==> src/rtl/uart_pkg.sv <==
// Shared UART definitions: frame constants and receiver/transmitter state encoding.
package uart_pkg;

    localparam int   DATA_BITS = 8;
    localparam logic START_BIT = 1'b0;
    localparam logic STOP_BIT  = 1'b1;

    typedef enum logic [2:0] {
        IDLE,
        START,
        DATA,
        PARITY,
        STOP,
        BREAK
    } uart_state_e;

endpackage

==> src/rtl/uart_sync2.sv <==
// Two-flop synchronizer for an asynchronous level input; resets to 1 (idle line).
module uart_sync2 (
    input  logic clk,
    input  logic rst,
    input  logic d,
    output logic q
);

    logic meta;

    always_ff @(posedge clk) begin
        if (rst) begin
            meta <= 1'b1;
            q    <= 1'b1;
        end else begin
            meta <= d;
            q    <= meta;
        end
    end

endmodule

==> src/rtl/uart_rx.sv <==
// UART receiver, 8N1 by default; define UART_RX_PARITY_EN to expect an even-parity
// bit between din[7] and the stop bit.
module uart_rx
    import uart_pkg::*;
#(
    parameter int CLKS_PER_BIT = 434
) (
    input  logic                 clk,
    input  logic                 rst,
    input  logic                 rx_in,
    output logic [DATA_BITS-1:0] dout,
    output logic                 rx_valid,
    output logic                 frame_err,
    output logic                 parity_err,
    output logic                 busy
);

    localparam int             CW        = $clog2(CLKS_PER_BIT);
    localparam logic [CW-1:0]  BIT_LAST  = CW'(CLKS_PER_BIT - 1);
    localparam logic [CW-1:0]  HALF_LAST = CW'(CLKS_PER_BIT / 2 - 1);

    uart_state_e          state;
    logic [CW-1:0]        cnt;
    logic [2:0]           bit_idx;
    logic [DATA_BITS-1:0] shift;
    logic                 rx_s;

    uart_sync2 u_sync (
        .clk (clk),
        .rst (rst),
        .d   (rx_in),
        .q   (rx_s)
    );

    assign busy = (state != IDLE);

`ifdef UART_RX_PARITY_EN
    logic par_flag;
`else
    assign parity_err = 1'b0;
`endif

    always_ff @(posedge clk) begin
        if (rst) begin
            state     <= IDLE;
            cnt       <= '0;
            bit_idx   <= '0;
            shift     <= '0;
            dout      <= '0;
            rx_valid  <= 1'b0;
            frame_err <= 1'b0;
`ifdef UART_RX_PARITY_EN
            par_flag   <= 1'b0;
            parity_err <= 1'b0;
`endif
        end else begin
            rx_valid  <= 1'b0;
            frame_err <= 1'b0;
`ifdef UART_RX_PARITY_EN
            parity_err <= 1'b0;
`endif
            case (state)
                IDLE: begin
                    if (rx_s == START_BIT) begin
                        state <= START;
                        cnt   <= '0;
`ifdef UART_RX_PARITY_EN
                        par_flag <= 1'b0;
`endif
                    end
                end
                // Half-bit wait recentres sampling; a line back high here was a glitch.
                START: begin
                    if (cnt == HALF_LAST) begin
                        cnt     <= '0;
                        bit_idx <= '0;
                        state   <= (rx_s == START_BIT) ? DATA : IDLE;
                    end else begin
                        cnt <= cnt + 1'b1;
                    end
                end
                DATA: begin
                    if (cnt == BIT_LAST) begin
                        cnt            <= '0;
                        shift[bit_idx] <= rx_s;
                        bit_idx        <= bit_idx + 1'b1;
                        if (bit_idx == 3'(DATA_BITS - 1)) begin
`ifdef UART_RX_PARITY_EN
                            state <= PARITY;
`else
                            state <= STOP;
`endif
                        end
                    end else begin
                        cnt <= cnt + 1'b1;
                    end
                end
`ifdef UART_RX_PARITY_EN
                PARITY: begin
                    if (cnt == BIT_LAST) begin
                        cnt   <= '0;
                        state <= STOP;
                        if (rx_s != ^shift)
                            par_flag <= 1'b1;
                    end else begin
                        cnt <= cnt + 1'b1;
                    end
                end
`endif
                // Leaving at mid-stop-bit lets an immediately following start edge be caught.
                STOP: begin
                    if (cnt == BIT_LAST) begin
                        cnt <= '0;
                        if (rx_s == STOP_BIT) begin
                            dout     <= shift;
                            rx_valid <= 1'b1;
`ifdef UART_RX_PARITY_EN
                            parity_err <= par_flag;
`endif
                            state    <= IDLE;
                        end else begin
                            frame_err <= 1'b1;
                            state     <= BREAK;
                        end
                    end else begin
                        cnt <= cnt + 1'b1;
                    end
                end
                BREAK: begin
                    if (rx_s == STOP_BIT)
                        state <= IDLE;
                end
                default: state <= IDLE;
            endcase
        end
    end

endmodule

==> config.mk <==
export PLATFORM = sky130hd
export DESIGN_NAME = uart_rx
export DESIGN_NICKNAME = d
export VERILOG_FILES = /design/src/rtl/uart_pkg.sv /design/src/rtl/uart_sync2.sv /design/src/rtl/uart_rx.sv
export SDC_FILE = /design/constraint.sdc
export NUM_CORES = 1
export LEC_CHECK = 0
export CAP_MARGIN = 20
export CORE_MARGIN = 3
export CORE_UTILIZATION = 40
export DETAILED_ROUTE_END_ITERATION = 7
export HOLD_SLACK_MARGIN = 0.15
export PLACE_DENSITY_LB_ADDON = 0.12
export SYNTH_ARGS = -nofsm -noshare
export SYNTH_HDL_FRONTEND = slang
export SYNTH_SLANG_ARGS = --single-unit
==> constraint.sdc <==
create_clock -name clk -period 5.8 [get_ports clk]
set_input_delay 1.45 -clock clk [delete_from_list [all_inputs] [get_ports clk]]
set_output_delay 1.45 -clock clk [all_outputs]
set_load 0.01 [all_outputs]
==> impl_results.md, run 1 <==
* Post-synth top area share at 40.3%
* Post-DP HPWL at 2470 µm
* Port Buffer Count at 13
* Largest net degree at the start of global routing at 26
* Initial DRC count at 93
* WP buf/inv at 1
* Mean Syn Cell Area at 9.02 µm²
* Antenna cells at 0
* Critical path endpoint category: output pin
* CP delay by family, top: buffers and inverters
* Nets at 210
* Floorplan core area at 4090 µm²
* GRT Util Overall at 15.2%
* CTS max path bufs at 2
* Crit path DAT at 1.63 ns
* Synth area leaders: dfxtp_1 (40%), mux2i_1 (9.2%), nand2_1 (4.7%), ha_1 (3.6%), nor2_1 (3.5%)
* Largest area contributor in the synthesized netlist: dfxtp_1
* YS warnings at 0
* GRT overflow at 0
* Number of flops mapped to enable cells by yosys at 0
* Max cap viols at 0
* Power per cell area at 242 nW/µm²
* Initial antenna violation count at 0
* Synth Flop Type: dfxtp_1
* Slew Viols, Final at 0
* # IOs at 15
* Reg2reg end: cnt[8]
* CP max FO at 14
* Hold endpoint: u_sync.q
* Reg area at 701 µm²
* Tmin final at 3.08 ns
* #FFs+latches synth at 35
* Root buffer cell: clkbuf_8
* Hold Crit Class: reg2reg
* Peak supply drop at 0.163 mV
* Final hold viol count at 0
* Syn_nets at 201
* DR vias at 1398
* Height of the die at 72.0 µm
* First-pass GRT wire length at 6160 µm
* Post-CTS Repair Setup Buffers at 0
* Most frequent cells after synthesis: dfxtp_1 (35), nand2_1 (22), mux2i_1 (16), nor2_1 (16), a21oi_1 (11)
* Initial Utilization at 42.6%
* Hold slack at 0.416 ns
* WP data required at 4.35 ns
* R2r setup slk at 3.54 ns
* Multi-input gate area at 962 µm²
* Setup crit start kind: flop
* Reg clk slew, reported paths at 0.07 ns
* Antenna-violating nets left at 0
* CTS H-tree depth at 2
* DIE AREA at 5180 µm²
* R2r startpoint: cnt[1]
* CP Class: reg2out
* Worst skew pair latency at 0.28 ns
* Crit-path cells: or3_1 > clkdlybuf4s50_1
* Hold path start: u_sync.meta
* Num CTS Buffers at 5
* Area delta synth->final at 14.5%
* Vias per cell at 5.53
* Outcome: finished, final reports clean
* Layout cells sized above 1 at 9.85%
* Final Total Pwr at 483 µW
* Setup violators final at 0
* CP max-delay cell: clkdlybuf4s50_1
* TritonRoute pass-1 iters at 4
* Fin util at 48.7%
* Worst-Margin Slew at 0.829 ns
* Post-Route WL at 3540 µm
* Synth Instances at 193
* Via count of the first global-routing pass at 1337
* Register-to-Register Path Depth at 6
* Die width at 72.0 µm
* Hold-fix buffers at CTS at 0
* Post-CTS sizing at 0
* Drt drc at 0
* Wirelength per Cell at 14.0 µm
* Final RePlAce weighted congestion at 0.802
* WHS Path Cells at 1
* Tcrit/Tclk final at 53.1%
* Synth async-reset ratio at 0%
* Sequential share of the synthesized area at 40.3%
* Setup TNS at 0 ns
* Yosys cell types at 48
* RSZ-0062 raised after global routing: false
* Clock skew at 0.00446 ns
* Filler instances at 386
* Slew headroom at 43.9%
* Worst path max stage delay at 0.48 ns
* CP Depth at 2
* Site Rows at 23
* Synthesized cell area at 1740 µm²
* Top-count cell post-synth: dfxtp_1
* Fmax at 325 MHz
* CTS tree: yes
* P_leak at 0.692 nW
* Clk sinks at 35
==> per-stage QoR <==
stage	cell area (µm²)	setup WS (ns)	std cells
after CTS	1990	2.70	253
after global placement	1870	3.05	245
after detailed placement	1870	3.02	245
after global routing	1990	2.65	253
after floorplan	1740	3.41	193
final	1990	2.72	253
==> cell type report <==
| type | instances | share of cell area, % |
|---|---|---|
| clock buffer | 6 | 4.15 |
| clock inverter | 2 | 1.76 |
| inverter | 3 | 0.565 |
| multi-input combinational | 143 | 48.3 |
| sequential | 35 | 35.2 |
| tap | 50 | 3.14 |
| timing repair buffer | 14 | 6.91 |
==> per-layer routing <==
| layer | global-route usage (%) | share of wire (%) | up-vias |
|---|---|---|---|
| met1 | 21.0 | 53 | 660 |
| met4 | 5.01 | 1.0 | 0 |
| met3 | 4.57 | 3.0 | 4 |
| met5 | 0 | 0 | - |
| met2 | 22.7 | 43 | 21 |
| li1 | - | - | 713 |
==> where the power goes <==
group	leakage, nW	internal [mW]	switching, mW	total (mW)
sequential	0.282	0.241	0.00178	0.243
combinational	0.348	0.00487	0.00972	0.0146
clock	0.0612	0.139	0.0862	0.225
==> logic make-up after synthesis <==
| logic type | Yosys count | synth area share [%] |
|---|---|---|
| flops | 35 | 40.3 |
| xor+xnor | 2 | 1.01 |
| buf+inv | 15 | 4.46 |
| other cells | 1 | 0.215 |
| compound gates | 30 | 11.2 |
| fa+ha+maj | 6 | 4.24 |
| mux | 16 | 9.20 |
| simple gates | 88 | 29.4 |
==> worst max-delay path by stage <==
stage / start / end / slack (ns)
after floorplan: state[0] / busy / 3.41
after global placement: state[0] / busy / 3.05
after detailed placement: state[0] / busy / 3.02
after CTS: state[0] / busy / 2.70
after global routing: state[0] / busy / 2.65
final: state[0] / busy / 2.72
==> cells in the final DEF (no fill, tap or decap), types with 5 or more instances in the layout <==
| cell | Yosys | routed |
|---|---|---|
| clkdlybuf4s50_1 | 0 | 13 |
| nand3_1 | 10 | 10 |
| mux2i_1 | 16 | 16 |
| nand2_1 | 22 | 22 |
| a21oi_1 | 11 | 11 |
| dfxtp_1 | 35 | 35 |
| clkbuf_8 | 0 | 6 |
| ha_1 | 5 | 5 |
| nor2_1 | 16 | 16 |
==> flip-flops by register name (all words and copies together) (netlist names) <==
name,cells
cnt,9
shift,8
bit_idx,3
dout,8
u_sync.meta,1
u_sync.q,1
rx_valid,1
frame_err,1
state,3
No activity file was read; power rests on OpenSTA's default activity.
==> run 2, diff against run 1 <==
Clock period 5.8 ns to 2.8 ns, I/O delays scaled along.
==> run 2 against run 1 <==
Net effect:
- sequential power increased by 110%
- sequential share of layout area decreased by 0.39 points
- total power increased by 110%
- die area unchanged
- clock-buffer cell count unchanged
- flip-flop and latch count unchanged
- critical path depth unchanged
- wire length increased by 2.0%
- design area increased by 1.1%
- clock skew increased by 0.0010 ns
- critical path type unchanged
- critical endpoint unchanged
- highest routed layer unchanged
==> impl_results.md, run 2 (synthesized netlist as in run 1, its figures left out) <==
* Outcome: finished, final reports clean
* GRT overflow at 0 (unchanged)
* Initial antenna violation count at 0 (unchanged)
* Final RePlAce weighted congestion at 0.842 (+4.9%)
* Reg clk slew, reported paths at 0.07 ns (about the same)
* Setup violators final at 0 (unchanged)
* Layout cells sized above 1 at 11.2% (+1.3 points)
* Worst-Margin Slew at 0.811 ns (-0.0183 ns)
* Vias per cell at 5.51 (-0.25%)
* CTS tree: yes
* Clock skew at 0.00548 ns (+0.00102 ns)
* Floorplan core area at 4090 µm² (unchanged)
* Root buffer cell: clkbuf_8
* GRT Util Overall at 15.2% (+0.034 points)
* Worst path max stage delay at 0.48 ns (about the same)
* Critical path endpoint category: output pin
* Comb pwr share at 3.2% (+0.2 points)
* WP data required at 2.10 ns (-2.25 ns)
* Slew headroom at 45.2% (+1.2 points)
* CTS H-tree depth at 2 (unchanged)
* TritonRoute pass-1 iters at 4 (unchanged)
* Max cap viols at 0 (unchanged)
* Tmin final at 2.32 ns
* Crit-path cells: or3_1 > clkdlybuf4s50_1
* First-pass GRT wire length at 6090 µm (-1.1%)
* Register-to-Register Path Depth at 4 (-2)
* WHS Path Cells at 1 (unchanged)
* CP Class: reg2out
* Max reg flops at 9 (unchanged)
* Die width at 72.0 µm (unchanged)
* Post-Route WL at 3610 µm (+2.0%)
* Antenna cells at 0 (unchanged)
* DR vias at 1411 (+0.93%)
* Port Buffer Count at 13 (unchanged)
* Tcrit/Tclk final at 82.9%
* Reg power frac at 50.1% (-0.2 points)
* Most frequent cells in the layout: dfxtp_1 (35), nand2_1 (22), mux2i_1 (16), nor2_1 (16), clkdlybuf4s50_1 (13)
* Filler instances at 403 (+4.4%)
* Hold-fix buffers at CTS at 0 (unchanged)
* Wirelength per Cell at 14.1 µm (+0.78%)
* Clk sinks at 35 (unchanged)
* # IOs at 15 (unchanged)
* RSZ-0062 raised after global routing: false
* Num CTS Buffers at 5 (unchanged)
* Power per cell area at 499 nW/µm² (+110%)
* Post-DP HPWL at 2580 µm (+4.5%)
* Hold endpoint: u_sync.q
* Nets at 213 (+1.4%)
* Hold path start: u_sync.meta
* Clk pwr share at 46.7% (about the same)
* Post-CTS sizing at 0 (unchanged)
* Height of the die at 72.0 µm (unchanged)
* R2r setup slk at 0.77 ns (-2.77 ns)
* Setup TNS at 0 ns (unchanged)
* Area delta synth->final at 15.7%
* Fmax at 431 MHz
* Top flop regs: cnt: 9 flops, dout: 8 flops, shift: 8 flops
* DIE AREA at 5180 µm² (unchanged)
* Reg2reg end: cnt[8]
* Hold Crit Class: reg2reg
* Switching part of the total power at 20.4% (+0.17 points)
* Worst skew pair latency at 0.28 ns (about the same)
* Setup crit start kind: flop
* Slew Viols, Final at 0 (unchanged)
* Drt drc at 0 (unchanged)
* Commonest non-fill, non-tap cell in the layout: dfxtp_1
* Largest net degree at the start of global routing at 15 (-42%)
* Post-CTS Repair Setup Buffers at 0 (unchanged)
* Peak supply drop at 0.319 mV (+96%)
* CP max FO at 14 (unchanged)
* Switching pwr at 205 µW (+110%)
* Final hold viol count at 0 (unchanged)
* Int Power at 799 µW (+110%)
* Final Total Pwr at 1.00 mW (+110%)
* Site Rows at 23 (unchanged)
* Crit path DAT at 1.62 ns (about the same)
* CP max-delay cell: clkdlybuf4s50_1
* Initial DRC count at 91 (-2.2%)
* Via count of the first global-routing pass at 1307 (-2.2%)
* Largest Register: cnt
* Initial Utilization at 42.6% (unchanged)
* CTS max path bufs at 2 (unchanged)
* P_leak at 0.708 nW (+2.3%)
* Antenna-violating nets left at 0 (unchanged)
* R2r startpoint: state[0]
[run 2: cell types whose count changed in the layout (fill, tap and decap cells not counted)]
cell	before	now
buf_4	1	4
[run 2: routing by layer]
layer	global-route usage, %	share of wire [%]	up-vias
li1	-	-	714
met1	20.0	49	666
met2	23.7	46	26
met3	4.71	3.9	5
met4	5.43	1.0	0
met5	0	0	-
[run 2: power groups by stage]
stage	logic [mW]	registers (mW)	clock network, mW
2_1_floorplan	0.0256	0.512	0
3_3_place_gp	0.0312	0.515	0
3_5_place_dp	0.0318	0.515	0
4_1_cts	0.0319	0.504	0.484
5_1_grt	0.0346	0.504	0.504
6_report	0.0317	0.504	0.469
[run 2: worst max-delay path, delay by kind of cell, from the launching register on]
kind	cells	cell delay [ns]
buffers and inverters	1	0.48
AND/OR/NAND/NOR	1	0.41
flip-flops	1	0.45
[run 2: worst max path at each step]
stage	startpoint	end
floorplan	state[2]	cnt[8]
global placement	state[0]	busy
detailed placement	state[0]	cnt[8]
CTS	state[0]	busy
global route	state[0]	busy
finish	state[0]	busy
[run 2: layout make-up]
cell class / instances / area (µm²) / area share (%)
Tap cell: 50 / 62.6 / 3.11
Timing Repair Buffer: 17 / 160 / 7.95
Clock buffer: 6 / 82.6 / 4.10
Inverter: 3 / 11.3 / 0.559
Sequential cell: 35 / 701 / 34.8
Clock inverter: 2 / 35.0 / 1.74
Multi-Input combinational cell: 143 / 962 / 47.8
[run 2: stage by stage]
step | area [µm²] | std cells | util [%] | setup WS (ns) | hold WS [ns]
after floorplan | 1740 | 193 | - | 0.939 | 0.389
after global placement | 1900 | 248 | 46.4 | 0.806 | 0.402
after detailed placement | 1900 | 248 | 46.4 | 0.780 | 0.404
after CTS | 2010 | 256 | 49.3 | 0.462 | 0.422
after global routing | 2010 | 256 | 49.3 | 0.391 | 0.430
final | 2010 | 256 | 49.3 | 0.478 | 0.417
